--- src/rtl/cpm_cnt_nest_if.sv ---
// ---------------------------------------------------------------------------
// cpm_cnt_nest_if
//   Control/status bundle for the nested-loop counter of the compute-path
//   manager. The master side (sequencer or bench) drives clear/start/enable
//   and the per-level terminal values. The slave side (the counter) returns
//   the packed counts, the per-level wrap flags and the run status.
//
//   Signals (level 0 innermost, at the LSB of every packed bus):
//     clear    M->S  synchronous clear of counts and FSM
//     start    M->S  begin a run (accepted only while idle)
//     enable   M->S  advance one step (effective only while running)
//     cfg_max  M->S  NUM_LVL*DW per-level terminal values, latched at start
//     cnt      S->M  NUM_LVL*DW current per-level counts
//     wrap     S->M  NUM_LVL combinational per-level wrap of this step
//     busy     S->M  high while running
//     done     S->M  one-cycle pulse after the final step
//     lin_cnt  S->M  linear step count (only with CPM_CNT_NEST_LINCNT_EN)
//
//   Optional feature macro: CPM_CNT_NEST_LINCNT_EN
// ---------------------------------------------------------------------------
interface cpm_cnt_nest_if #(
  parameter int DW      = 8,
  parameter int NUM_LVL = 3
);
  logic                    clear;
  logic                    start;
  logic                    enable;
  logic [NUM_LVL*DW-1:0]   cfg_max;
  logic [NUM_LVL*DW-1:0]   cnt;
  logic [NUM_LVL-1:0]      wrap;
  logic                    busy;
  logic                    done;
`ifdef CPM_CNT_NEST_LINCNT_EN
  logic [NUM_LVL*DW-1:0]   lin_cnt;
`endif

  modport master (
    output clear,
    output start,
    output enable,
    output cfg_max,
`ifdef CPM_CNT_NEST_LINCNT_EN
    input  lin_cnt,
`endif
    input  cnt,
    input  wrap,
    input  busy,
    input  done
  );

  modport slave (
    input  clear,
    input  start,
    input  enable,
    input  cfg_max,
`ifdef CPM_CNT_NEST_LINCNT_EN
    output lin_cnt,
`endif
    output cnt,
    output wrap,
    output busy,
    output done
  );
endinterface

--- src/rtl/cpm_cnt_nest.sv ---
// ---------------------------------------------------------------------------
// cpm_cnt_nest
//   Parametrised nested-loop counter for the compute-path manager. NUM_LVL
//   chained DW-bit counters step through the full index space
//   (tile / channel / point) one Enable at a time. Each level counts
//   0..Max_i and hands a carry to the next outer level when it wraps. The run
//   ends when the outermost level wraps, which returns every count to 0 and
//   produces a one-cycle Done pulse.
//
//   Ports:
//     i_clk   clock, all state changes on the rising edge
//     i_rst   asynchronous active-high reset
//     bus     cpm_cnt_nest_if.slave (clear/start/enable/cfg_max in,
//             cnt/wrap/busy/done[/lin_cnt] out)
//
//   Priority of controls: reset > clear > start > enable.
//
//   Optional feature macro: CPM_CNT_NEST_LINCNT_EN
//     When defined, bus.lin_cnt counts effective steps of the current run.
//     It clears on reset, clear and an accepted start, and holds its final
//     value through DONE and IDLE.
// ---------------------------------------------------------------------------
module cpm_cnt_nest #(
  parameter int DW      = 8,
  parameter int NUM_LVL = 3
) (
  input  logic           i_clk,
  input  logic           i_rst,
  cpm_cnt_nest_if.slave  bus
);

  typedef enum logic [1:0] {
    ST_IDLE = 2'd0,
    ST_RUN  = 2'd1,
    ST_DONE = 2'd2
  } state_t;

  state_t              r_state;
  state_t              w_state_next;
  logic                r_busy;
  logic                r_done;

  logic                w_start_acc;  // start accepted this cycle
  logic                w_step;       // effective enable this cycle
  logic [NUM_LVL-1:0]  w_carry;      // carry into each level
  logic [NUM_LVL-1:0]  w_wrap;       // level wraps on this step
  logic                w_last_step;  // outermost level wraps: final step

  // Clear outranks both start and enable, so neither is effective in a
  // cycle where clear is high.
  assign w_start_acc = (r_state == ST_IDLE) && bus.start  && !bus.clear;
  assign w_step      = (r_state == ST_RUN)  && bus.enable && !bus.clear;
  assign w_last_step = w_wrap[NUM_LVL-1];

  // -------------------------------------------------------------------------
  // Per-level counter slices
  // -------------------------------------------------------------------------
  genvar gi;
  generate
    for (gi = 0; gi < NUM_LVL; gi++) begin : g_lvl
      logic [DW-1:0] r_cnt_lvl;
      logic [DW-1:0] r_max_lvl;
      logic [DW-1:0] w_cnt_next;
      logic          w_at_max;

      // Level 0 is fed by the step itself; each outer level only sees a
      // carry when every inner level wrapped on the same step.
      if (gi == 0) begin : g_carry_in0
        assign w_carry[gi] = w_step;
      end else begin : g_carry_inn
        assign w_carry[gi] = w_wrap[gi-1];
      end

      assign w_at_max    = (r_cnt_lvl == r_max_lvl);
      // Max=0 means the level is always at its terminal value, so the carry
      // passes straight through to the next level.
      assign w_wrap[gi]  = w_carry[gi] && w_at_max;

      always_comb begin
        w_cnt_next = r_cnt_lvl;
        if (bus.clear || w_start_acc) begin
          w_cnt_next = '0;
        end else if (w_carry[gi]) begin
          // Increment never passes the terminal value, so no DW overflow,
          // and an all-ones terminal value simply wraps to 0 here.
          w_cnt_next = w_wrap[gi] ? '0 : r_cnt_lvl + 1'b1;
        end
      end

      always_ff @(posedge i_clk or posedge i_rst) begin
        if (i_rst) begin
          r_cnt_lvl <= '0;
        end else begin
          r_cnt_lvl <= w_cnt_next;
        end
      end

      // Terminal values are latched only on an accepted start, so cfg_max
      // may change freely during a run. Clear keeps them.
      always_ff @(posedge i_clk or posedge i_rst) begin
        if (i_rst) begin
          r_max_lvl <= '0;
        end else if (w_start_acc) begin
          r_max_lvl <= bus.cfg_max[gi*DW +: DW];
        end
      end

      assign bus.cnt[gi*DW +: DW] = r_cnt_lvl;
    end
  endgenerate

  // -------------------------------------------------------------------------
  // Run-control FSM
  // -------------------------------------------------------------------------
  always_comb begin
    w_state_next = r_state;
    case (r_state)
      ST_IDLE: begin
        if (w_start_acc) begin
          w_state_next = ST_RUN;
        end
      end
      ST_RUN: begin
        if (w_last_step) begin
          w_state_next = ST_DONE;
        end
      end
      ST_DONE: begin
        // Start and enable are ignored here; always back to idle.
        w_state_next = ST_IDLE;
      end
      default: begin
        w_state_next = ST_IDLE;
      end
    endcase
    if (bus.clear) begin
      w_state_next = ST_IDLE;
    end
  end

  // Busy/Done are registered from the next state so they line up exactly
  // with the RUN and DONE state cycles.
  always_ff @(posedge i_clk or posedge i_rst) begin
    if (i_rst) begin
      r_state <= ST_IDLE;
      r_busy  <= 1'b0;
      r_done  <= 1'b0;
    end else begin
      r_state <= w_state_next;
      r_busy  <= (w_state_next == ST_RUN);
      r_done  <= (w_state_next == ST_DONE);
    end
  end

  assign bus.wrap = w_wrap;
  assign bus.busy = r_busy;
  assign bus.done = r_done;

  // -------------------------------------------------------------------------
  // Optional linear step counter
  // -------------------------------------------------------------------------
`ifdef CPM_CNT_NEST_LINCNT_EN
  logic [NUM_LVL*DW-1:0] r_lin_cnt;

  always_ff @(posedge i_clk or posedge i_rst) begin
    if (i_rst) begin
      r_lin_cnt <= '0;
    end else if (bus.clear || w_start_acc) begin
      r_lin_cnt <= '0;
    end else if (w_step) begin
      r_lin_cnt <= r_lin_cnt + 1'b1;
    end
  end

  assign bus.lin_cnt = r_lin_cnt;
`endif

endmodule

--- src/flat_wrapper.sv ---
// flat-port wrapper written by rule: the top's interface ports become plain ports
module cpm_cnt_nest_flat 
#(
  parameter int DW      = 8,
  parameter int NUM_LVL = 3
)
  (i_clk, i_rst, bus_clear, bus_start, bus_enable, bus_cfg_max, bus_cnt, bus_wrap, bus_busy, bus_done);
  cpm_cnt_nest_if #(.DW(DW), .NUM_LVL(NUM_LVL)) bus_i ();
  input  logic i_clk;
  input  logic i_rst;
  input wire logic [$bits(bus_i.clear)-1:0] bus_clear;
  input wire logic [$bits(bus_i.start)-1:0] bus_start;
  input wire logic [$bits(bus_i.enable)-1:0] bus_enable;
  input wire logic [$bits(bus_i.cfg_max)-1:0] bus_cfg_max;
  output wire logic [$bits(bus_i.cnt)-1:0] bus_cnt;
  output wire logic [$bits(bus_i.wrap)-1:0] bus_wrap;
  output wire logic [$bits(bus_i.busy)-1:0] bus_busy;
  output wire logic [$bits(bus_i.done)-1:0] bus_done;
  assign bus_i.clear = bus_clear;
  assign bus_i.start = bus_start;
  assign bus_i.enable = bus_enable;
  assign bus_i.cfg_max = bus_cfg_max;
  assign bus_cnt = bus_i.cnt;
  assign bus_wrap = bus_i.wrap;
  assign bus_busy = bus_i.busy;
  assign bus_done = bus_i.done;
  cpm_cnt_nest #(.DW(DW), .NUM_LVL(NUM_LVL)) u_core (.i_clk(i_clk), .i_rst(i_rst), .bus(bus_i));
endmodule
--- config.mk ---
export PLATFORM = sky130hd
export DESIGN_NAME = cpm_cnt_nest_flat
export DESIGN_NICKNAME = d
export VERILOG_FILES = /design/src/rtl/cpm_cnt_nest_if.sv /design/src/rtl/cpm_cnt_nest.sv /design/src/flat_wrapper.sv
export SDC_FILE = /design/constraint.sdc
export NUM_CORES = 1
export LEC_CHECK = 0
export CAP_MARGIN = 25
export CORE_MARGIN = 3
export CORE_UTILIZATION = 25
export CTS_CLUSTER_DIAMETER = 80
export DETAILED_ROUTE_END_ITERATION = 8
export GPL_TIMING_DRIVEN = 0
export PLACE_DENSITY_LB_ADDON = 0.15
export SYNTH_ARGS = -nofsm -noshare
export SYNTH_HDL_FRONTEND = slang
export SYNTH_SLANG_ARGS = --single-unit
--- constraint.sdc ---
create_clock -name i_clk -period 5 [get_ports i_clk]
set_input_delay 1 -clock i_clk [delete_from_list [all_inputs] [get_ports i_clk]]
set_output_delay 1 -clock i_clk [all_outputs]
set_load 0.02 [all_outputs]
-- Word-level counts from Yosys, hierarchy flattened
Index checks and enable logic that the tools add are counted.
- memories: 0
- RAM bits: 0
- flip-flop bits (word level): 52
- latch bits: 0
- memory bits (read-only): 0
- output and inout bits: 29
- input port bits: 29
- word-level logic and storage cells: 44
- $mul: 0
- multiplexer cells: 13
- equality and inequality tests: 6
- divide/modulo/power cells: 0
- order comparisons: 0
- bitwise gates (word level): 0
- add/subtract/negate cells: 3
- shift operators: 0
- reduce and logical (&&, ||, !) cells: 13
- operators with widths (cell ; number):
    2-to-1 mux 8 bit ; 9
    adder 8 x 1 -> 8 bit (second input constant) ; 3
    == test 8 bit ; 3
    logical AND 1 bit ; 7
    2-to-1 mux 2 bit ; 3
    nonzero test 2 bit ; 3
    == test 2 x 1 -> 1 bit (second input constant) ; 2
    one-hot mux 2 bit (2 select lines) ; 1
    == test 2 bit (second input constant) ; 1
    zero test 2 bit ; 1
    zero test 1 bit ; 1
    logical OR 1 bit ; 1

-- Longest topological paths before layout
Gate-level depths: netlist (run 1).
- depth after elaboration: 10
- depth in mapped cells: 9
- depth with buffers taken out: 6

-- Worst setup path after synthesis (run 1)
No wires, ideal clock.
- path type: input-to-output
- from: input bus_enable
- to: output bus_wrap[2]
- arrival time: 2.614 ns
- setup slack: 1.386 ns
- stages on the path: 8
- path buffers: 4
- data required time: 4.000 ns
- cells stage by stage: nor4bb_1 buf_2 nand3_1 or4_1 buf_2 buf_2 nor3_1 buf_4
- longest elaborated chain between the ends: 5
- ends and longest elaborated chain (item ; RTL line ; RTL):
    from (decl) ; flat_wrapper.sv:13 ; input wire logic [$bits(bus_i.enable)-1:0] bus_enable;
    logical AND 1 bit (2 in a row) ; cpm_cnt_nest.sv:52 ; assign w_step = (r_state == ST_RUN) && bus.enable && !bus.clear;
    logical AND 1 bit (3 in a row) ; cpm_cnt_nest.sv:77 ; assign w_wrap[gi] = w_carry[gi] && w_at_max;
    to (decl) ; flat_wrapper.sv:16 ; output wire logic [$bits(bus_i.wrap)-1:0] bus_wrap;
Every way passes these cells.

-- Worst setup path in the final report (run 1)
Same ends and word-level chain as after synthesis.

==> results of run 1 <==
[through the flow]
step                      power, W  TNS (ps)  setup slack, ps  hold slack [ps]
after global placement    0.000627      -153             -153              510
final                     0.000922         0              151              534
after detailed placement  0.000631      -109             -109              519
after floorplan           0.000579         0             1390              501
after global routing      0.000971         0            0.616              550
after CTS                 0.000936         0             23.2              541
[state kept, by name, summed over array words and instances (netlist names)]
register / count
u_core.bus.busy: 1
u_core.bus.done: 1
u_core.g_lvl.r_cnt_lvl: 24
u_core.g_lvl.r_max_lvl: 24
u_core.r_state: 2
[worst min path at each step]
stage / end / cells after the start
after floorplan: u_core.g_lvl[1].r_max_lvl[3] / 1
after global placement: u_core.g_lvl[1].r_max_lvl[5] / 1
after detailed placement: u_core.g_lvl[2].r_max_lvl[3] / 1
after CTS: u_core.g_lvl[1].r_max_lvl[0] / 1
after global routing: u_core.g_lvl[0].r_max_lvl[4] / 1
final: u_core.g_lvl[2].r_max_lvl[3] / 1
[power by group]
part           leakage, nW  internal, W  switching (W)
sequential           0.671     0.000459      0.0000260
combinational        0.708    0.0000769      0.0000575
clock               0.0583     0.000151       0.000151
total                 1.44     0.000687       0.000234
[Yosys cell counts (all sizes together), types with 2 or more instances]
master and number:
nor2 12, o21ai 10, nor2b 5, xor2 21
buf 5, clkbuf 7, nand3 9, o31ai 2
mux2 24, inv 3, nor4 5, a32o 2
and2 2, a21boi 2, xnor2 9, nand4b 3
nand2 14, ha 3, a21oi 19, or4 4
a211oi 2, o2111ai 3, o211ai 3, nor3 6
dfrtp 52, nand4 3, and3 6
[area by class of cell]
class	count	area, µm²	area share, %
sequential	52	1300	36.6
multi-input combinational	179	1300	36.6
timing repair buffer	59	596	16.8
tap	136	170	4.79
clock buffer	5	68.8	1.94
buffer	12	56.3	1.59
clock inverter	3	47.5	1.34
inverter	3	11.3	0.317
[timing repair]
action / in CTS / in global routing
endpoints found under the setup margin: 1 / 2
resized for setup: 1 / 2
gates cloned: 0 / 0
endpoints found under the hold margin: 0 / 0
[per-layer routing]
metal	global-route usage, %	vias to the layer above
met5	0	-
met4	3.07	0
met3	2.96	4
met2	18.9	49
met1	16.8	1026
li1	-	1021
[kinds of logic after synthesis]
group / after synthesis
flops: 52
compound gates: 47
buf+inv: 15
fa+ha+maj: 3
simple gates: 75
xor+xnor: 30
mux: 24
[critical path: stages]
cell	delay (ps)
clkdlybuf4s50_1	500
nor4bb_1	270
buf_4	200
nand3_1	100
or4_1	410
buf_2	190
buf_2	220
nor3_4	230
buf_4	140
clkdlybuf4s50_1	590
[cells in the final DEF, fill, tap and decap left out, types with 3 or more instances in the layout]
master / n
a21oi_1: 19
and3_1: 6
buf_2: 4
clkbuf_1: 7
clkbuf_8: 5
clkdlybuf4s50_1: 57
dfrtp_1: 52
ha_1: 3
mux2_2: 24
nand2_1: 14
nand3_1: 9
nand4_1: 3
nand4b_1: 3
nor2_1: 12
nor2b_1: 5
nor3_1: 5
nor4_1: 3
o2111ai_1: 3
o211ai_1: 3
o21ai_0: 10
or4_1: 4
xnor2_1: 9
xor2_1: 21
==> run metrics, run 1 <==
largest net degree at the start of global routing 34; combinational family with the most area after synthesis simple AND/OR/NAND/NOR gates; antenna violations before repair 0; dpl cells around 440; post-layout min period a little under 5000 ps; max-slew violations 0; Row Count 37; Seq cells post-synth between 50 and 60; vias in the first global route around 2100; CP Data Arrival Time about 3900 ps; WS Path Type primary input to output port; Worst-path clk slew 110 ps; CP Capture Type output port; vias between 2000 and 2500; worst setup path startpoint bus_enable; Area contributors post-synth dfrtp_1, mux2_2, xor2_1, a21oi_1, xnor2_1; Post-Synth Simple-Gate Area 15.8%; via/cell ratio 4.68; first-pass GRT wire length roughly 11 mm; drt pass-1 iters 4; Ant. Diodes 0; outcome finished clean; area grow syn2layout 33.7%; antenna-violating nets left 0; IO Pins just under 60; final setup vio count 0; Syn Nets between 200 and 300; top cell type's share of synthesized area approximately half; drt total wl 6.86 mm; CTS root buf clkbuf_8; Initial Util between 20% and 30%; setup slack, reg-to-reg about 2500 ps; synthesized area per cell roughly 11 µm²; Core Area around 0.010 mm²; Setup Buffers After CTS 0; Synth Cell Area 0.00266 mm²; cell taking the most area after synthesis dfrtp_1; RSZ-0062 raised after global routing false; fin crit share ~97%; H-tree levels 2; CP Max Fanout 10; Post-DP Area 0.00342 mm²; Util after Layout approximately 34%; routed length per instance ~15 µm; routed wl met2 ~3.2 mm; adder-cell area share of the yosys netlist between 1 and 1.5%; Tot GR Track Use between 10% and 20%; xor/xnor share of the synthesized area 9.89%; Final #Nets between 300 and 400; Compound-Gate Fraction of Synth Area a little under an eighth; worst hold-check path type flip-flop to flip-flop; CTS Sinks 52; hold_sp u_core.g_lvl[2].r_max_lvl[3]; Met1 Routed Length 3.22 mm; CP Launch Type primary input; yosys warns 0; Max Root-Sink Buffers 2; post-DP HPWL between 4 and 5 mm; required time of the critical path 4000 ps; VDD IR max approximately 160 µV; cell area power density 259 mW/mm²; cell count after synthesis roughly 250; CTS tree yes; fill count ~1100; top sig layer met4; PortBufs 57; Die Y approximately 110 µm; post-synth cell types 39; Iteration-0 DRC Markers 100; Hold-fix buffers, CTS 0; Lkg Pwr between 1 and 1.5 nW; FF-to-FF path depth 6; Synth Flop Type dfrtp_1; GRT overflow 0; cell area after layout ~0.0036 mm²; Seq/Total Area, Yosys approximately half; RD Place Congestion around 0.78; EDFF count, synth 0; met3 routed WL 336 µm; cts bufs inserted 5; layout cell share with drive strength beyond 1 roughly 15%; Total Die Area ~0.012 mm²; worst setup path end bus_wrap[2]; worst r2r dst u_core.g_lvl[2].r_cnt_lvl[6]; clk_skew around 15 ps; asr flop ratio synth 100%; slew at the pin closest to its max-slew limit between 800 and 900 ps; mux cell area share after synthesis 10.2%; Die X 109 µm; Max Cap Viol 0; max_slew headroom around 42%; Max Fclk a little over 0.2 GHz; Non-Filler Instances between 400 and 500; Fin. Hold Viols 0; Clock Latency Late Sink a little over 300 ps; worst r2r src u_core.g_lvl[1].r_cnt_lvl[4]; Residual DRC 0
(Power assumes the default switching activity.)
==> inputs of run 2 (changes only) <==
--- a/config.mk
+++ b/config.mk
@@ -7,7 +7,7 @@
 export LEC_CHECK = 0
 export CAP_MARGIN = 25
 export CORE_MARGIN = 3
-export CORE_UTILIZATION = 25
+export CORE_UTILIZATION = 45
 export CTS_CLUSTER_DIAMETER = 80
 export DETAILED_ROUTE_END_ITERATION = 8
 export GPL_TIMING_DRIVEN = 0
==> run metrics, run 2 (synthesized netlist as in run 1, its figures left out) <==
outcome finished clean; Iteration-0 DRC Markers 150 (+50%); FF-to-FF path depth 5 (-1); max_slew headroom 40.5% (-1.6 points); post-DP HPWL 4.42 mm (-11%); fill count 494 (-53%); Core Area 0.00561 mm² (-46%); Non-Filler Instances 384 (-14%); Max Root-Sink Buffers 2 (unchanged); cell area power density 262 mW/mm² (+0.82%); antenna violations before repair 0 (unchanged); via/cell ratio 5.59 (+20%); antenna-violating nets left 0 (unchanged); Max Cap Viol 0 (unchanged); routed wl met2 2.91 mm (-10%); multi-input logic area 0.00131 mm² (+0.48%); cts bufs inserted 5 (unchanged); PortBufs 57 (unchanged); Worst-path clk slew 80 ps (-30 ps); Regs by FF count u_core.g_lvl.r_cnt_lvl (24), u_core.g_lvl.r_max_lvl (24), u_core.r_state (2); CP Capture Type output port; layout cell share with drive strength beyond 1 14.7% (+0.047 points); required time of the critical path 4000 ps (about the same); worst hold-check path type flip-flop to flip-flop; routed length per instance 15.8 µm (+3.2%); Die Y 82.8 µm (-24%); IO Pins 58 (unchanged); largest net degree at the start of global routing 31 (-8.8%); Residual DRC 0 (unchanged); Initial Util 47.4% (+22 points); Post-DP Area 0.00334 mm² (-2.3%); commonest non-fill, non-tap cell in the layout clkdlybuf4s50_1; drt total wl 6.05 mm (-12%); CTS Sinks 52 (unchanged); CTS-repair resized insts 1 (unchanged); Total Die Area 0.00686 mm² (-42%); first-pass GRT wire length 10.4 mm (-8.8%); Max Fclk 0.206 GHz (+0.13%); Die X 82.8 µm (-24%); CP Launch Type primary input; VDD IR max 136 µV (-17%); Hold-fix buffers, CTS 0 (unchanged); Row Count 27 (-27%); GRT overflow 0 (unchanged); cell area after layout 0.00347 mm² (-2.4%); worst r2r src u_core.g_lvl[1].r_cnt_lvl[4]; final setup vio count 0 (unchanged); dpl cells 376 (-15%); worst r2r dst u_core.g_lvl[2].r_cnt_lvl[0]; H-tree levels 2 (unchanged); Hold EP u_core.g_lvl[2].r_max_lvl[2]; top sig layer met4; CTS root buf clkbuf_8; Fin. Hold Viols 0 (unchanged); setup slack, reg-to-reg 2540 ps (+50 ps); Final #Nets 343 (-0.29%); FF+latch area 0.00130 mm² (unchanged); Ant. Diodes 0 (unchanged); max-slew violations 0 (unchanged); most frequent cells in the layout clkdlybuf4s50_1, dfrtp_1, mux2_2, xor2_1, a21oi_1; fin crit share 96.9% (-0.13 points); Hold Crit Depth 1 (unchanged); clk_skew 11.6 ps (-3.47 ps); Clock Latency Late Sink 310 ps (about the same); RSZ-0062 raised after global routing false; CP Data Arrival Time 3840 ps (about the same); WS Path Type primary input to output port; met3 routed WL 338 µm (+0.60%); post-layout min period 4840 ps (-6.48 ps); slew at the pin closest to its max-slew limit 890 ps (+33.8 ps); Met1 Routed Length 2.74 mm (-15%); CP Max Fanout 10 (unchanged); area grow syn2layout 30.5%; vias 2147 (+2.2%); Tot GR Track Use 18.4% (+6.3 points); drt pass-1 iters 4 (unchanged); CTS tree yes; hold_sp u_core.g_lvl[2].r_max_lvl[2]; RD Place Congestion 0.822 (+5.1%); Design Power 0.000907 W (-1.6%); Setup Buffers After CTS 0 (unchanged); Lkg Pwr 1.43 nW (-0.51%); vias in the first global route 2126 (-0.23%)
==> run 2: area by class of cell <==
type | count | area share [%]
flip-flops and latches | 52 | 37.5
inverters | 3 | 0.325
repair buffers | 58 | 17.0
well taps | 72 | 2.60
plain buffers | 12 | 1.55
clock inverters | 3 | 1.23
multi-input cells | 179 | 37.7
clock buffers | 5 | 1.99
==> run 2: how the worst max path moves through the flow <==
stage               start          end  depth (start not counted)
3_3_place_gp    bus_clear  bus_wrap[2]                         10
6_report        bus_clear  bus_wrap[2]                         10
5_1_grt         bus_clear  bus_wrap[2]                         10
2_1_floorplan  bus_enable  bus_wrap[2]                          8
4_1_cts         bus_clear  bus_wrap[2]                         10
3_5_place_dp    bus_clear  bus_wrap[2]                         10
==> run 2: through the flow <==
step | TNS (ps) | hold WS, ps | util [%] | setup WS [ps]
4_1_cts | 0 | 540 | 61.7 | 102
3_3_place_gp | -6.31 | 510 | 59.1 | -6.31
6_report | 0 | 534 | 61.8 | 157
2_1_floorplan | 0 | 501 | - | 1390
3_5_place_dp | -21.0 | 520 | 59.6 | -21.0
5_1_grt | 0 | 550 | 61.8 | 2.38
==> run 2: where the power goes <==
| part | switching, W | leakage [nW] | internal, W | total [W] |
|---|---|---|---|---|
| logic | 0.0000559 | 0.705 | 0.0000767 | 0.000133 |
| registers | 0.0000269 | 0.671 | 0.000459 | 0.000486 |
| clock network | 0.000140 | 0.0541 | 0.000148 | 0.000288 |
==> run 2: worst max-delay path: stages <==
cell and delay (ps):
clkdlybuf4s50_1 490, nor4bb_1 280, buf_2 230, nand3_1 100, or4_1 400, buf_2 180
buf_2 210, nor3_4 230, buf_4 140, clkdlybuf4s50_1 580
==> run 2: metal layers <==
layer	vias to the layer above	global-route usage, %
li1	1028	-
met1	1037	24.0
met2	75	30.2
met3	7	4.56
met4	0	5.50
met5	-	0
==> inputs of run 3 (changes only) <==
--- a/config.mk
+++ b/config.mk
@@ -12,6 +12,7 @@
 export DETAILED_ROUTE_END_ITERATION = 8
 export GPL_TIMING_DRIVEN = 0
 export PLACE_DENSITY_LB_ADDON = 0.15
+export REMOVE_ABC_BUFFERS = 1
 export SYNTH_ARGS = -nofsm -noshare
 export SYNTH_HDL_FRONTEND = slang
 export SYNTH_SLANG_ARGS = --single-unit
==> run metrics, run 3 (synthesized netlist as in run 1, its figures left out) <==
Crit path largest cell delay 600 ps (+20 ps); CP Launch Type primary input; RD Place Congestion 0.768 (-6.6%); CTS tree yes; vias 2082 (-3.0%); commonest non-fill, non-tap cell in the layout clkdlybuf4s50_1; layout cell share with drive strength beyond 1 16.6% (+1.9 points); Max Root-Sink Buffers 2 (unchanged); VDD IR max 134 µV (-1.9%); max-slew violations 0 (unchanged); crit path cell chain clkdlybuf4s50_1, nor4bb_4, clkdlybuf4s18_2, nand3_1, or4_4, clkinvlp_4, nand2_1, inv_1, clkdlybuf4s50_1; required time of the critical path 4000 ps (about the same); Lkg Pwr 1.43 nW (unchanged); routed length per instance 15.5 µm (-1.7%); cell area power density 251 mW/mm² (-4.1%); Regs by FF count u_core.g_lvl.r_cnt_lvl (24), u_core.g_lvl.r_max_lvl (24), u_core.r_state (2); via/cell ratio 5.49 (-1.7%); Clock Latency Late Sink 300 ps (about the same); antenna violations before repair 0 (unchanged); Worst Path Buf+Inv 5 (-1); worst r2r dst u_core.g_lvl[2].r_cnt_lvl[2]; CP Data Arrival Time 3830 ps (about the same); Die Y 82.8 µm (unchanged); cts bufs inserted 5 (unchanged); GRT overflow 0 (unchanged); RSZ-0062 raised after global routing false; Iteration-0 DRC Markers 149 (-0.67%); Fin. Hold Viols 0 (unchanged); worst setup path startpoint bus_clear; drt total wl 5.87 mm (-3.0%); Ant. Diodes 0 (unchanged); H-tree levels 2 (unchanged); most frequent cells in the layout clkdlybuf4s50_1, dfrtp_1, mux2_2, xor2_1, a21oi_1; stages on the worst setup path 9 (-1); worst r2r src u_core.r_state[1]; Row Count 27 (unchanged); Initial Util 47.4% (unchanged); CP max-delay cell clkdlybuf4s50_1; fin crit share 96.5% (-0.34 points); worst hold-check path type flip-flop to flip-flop; Tot GR Track Use 17.7% (-0.68 points); slew at the pin closest to its max-slew limit 645 ps (-244 ps); final setup vio count 0 (unchanged); max_slew headroom 56.6% (+16 points); Residual DRC 0 (unchanged); Max Cap Viol 0 (unchanged); area grow syn2layout 30.5% (about the same); Post-DP Area 0.00332 mm² (-0.64%); WS Path Type primary input to output port; IO Pins 58 (unchanged); worst hold slack 533 ps (-0.590 ps); largest net degree at the start of global routing 34 (+9.7%); Final #Nets 338 (-1.5%); most frequent CP cell clkdlybuf4s50_1; PortBufs 57 (unchanged); Worst-path clk slew 90 ps (about the same); CP Max Fanout 26 (+16); TNS Setup 0 ps (unchanged); cell area after layout 0.00347 mm² (about the same); Core Area 0.00561 mm² (unchanged); vias in the first global route 2134 (+0.38%); antenna-violating nets left 0 (unchanged); FF-to-FF path depth 8 (+3); drt pass-1 iters 4 (unchanged); outcome finished clean; Max Fclk 0.207 GHz (+0.36%); Die X 82.8 µm (unchanged); Total Die Area 0.00686 mm² (unchanged); setup slack, reg-to-reg 2390 ps (-150 ps); CTS root buf clkbuf_8; post-DP HPWL 4.23 mm (-4.2%); first-pass GRT wire length 10.1 mm (-2.7%); clk_skew 8.57 ps (-3.01 ps); CTS Sinks 52 (unchanged); Crit path max-delay family buffers and inverters; post-layout min period 4830 ps (-17.2 ps); CP Capture Type output port; worst setup path end bus_wrap[1]
==> run 3: changes by cell type in the layout (fill, tap and decap cells not counted), sizes merged <==
cell,change
clkbuf,-6
buf,+1
bufinv,-1
clkdlybuf4s18,+1
clkdlybuf4s50,-1
clkinv,+1
dlymetal6s2s,+1
inv,-1
==> run 3: area by class of cell <==
class | count | area (µm²)
clock inverters | 2 | 10.0
repair buffers | 65 | 648
inverters | 3 | 15.0
multi-input cells | 179 | 1320
well taps | 72 | 90.1
clock buffers | 6 | 82.6
flip-flops and latches | 52 | 1300
fillers | 507 | 2140
==> run 3: through the flow <==
stage	utilization, %	cells	power, W	worst slack [ps]
5_1_grt	61.8	379	0.000919	55.9
4_1_cts	61.2	376	0.000877	47.6
6_report	61.8	379	0.000870	174
3_3_place_gp	58.2	363	0.000621	-1110
2_1_floorplan	-	234	0.000578	810
3_5_place_dp	59.2	368	0.000631	-447
==> run 3: how the worst min path moves through the flow <==
stage | from | endpoint | slack, ps | depth (start not counted)
after CTS | u_core.g_lvl[0].r_max_lvl[7] | u_core.g_lvl[0].r_max_lvl[7] | 540 | 1
after global placement | u_core.g_lvl[2].r_max_lvl[6] | u_core.g_lvl[2].r_max_lvl[6] | 510 | 1
after global routing | u_core.g_lvl[2].r_max_lvl[4] | u_core.g_lvl[2].r_max_lvl[4] | 550 | 1
after floorplan | u_core.g_lvl[1].r_max_lvl[3] | u_core.g_lvl[1].r_max_lvl[3] | 500 | 1
final | u_core.g_lvl[0].r_max_lvl[7] | u_core.g_lvl[0].r_max_lvl[7] | 530 | 1
after detailed placement | u_core.g_lvl[0].r_max_lvl[3] | u_core.g_lvl[0].r_max_lvl[3] | 520 | 1
==> run 3: repair_timing <==
action,in CTS,in global routing
endpoints found under the setup margin,3,2
buffers inserted,0,3
hold buffers,0,0
hold endpoints to repair,0,0
resized for setup,4,2
==> run 3: worst reg2reg max path, cell delays in order (launching register included) <==
cell and delay [ps]:
dfrtp_1 460, nor4bb_4 380, clkdlybuf4s18_2 320, nand3_1 80, or4_4 580, clkinvlp_4 180
buf_4 140, o211ai_1 90, a32o_1 280
==> run 3: report_power, final <==
part           total [W]  leakage, nW  internal [W]  switching, W
sequential      0.000486        0.671      0.000459     0.0000264
combinational   0.000135        0.708     0.0000785     0.0000566
clock           0.000249       0.0510      0.000111      0.000138
total           0.000870         1.43      0.000649      0.000221
==> run 3: per-layer routing <==
layer	GRT usage [%]	part of all wire (%)	vias up
met3	4.27	4.8	8
met5	0	0	-
met1	22.8	44	1007
li1	-	-	1014
met2	29.8	50	53
met4	5.05	1.5	0
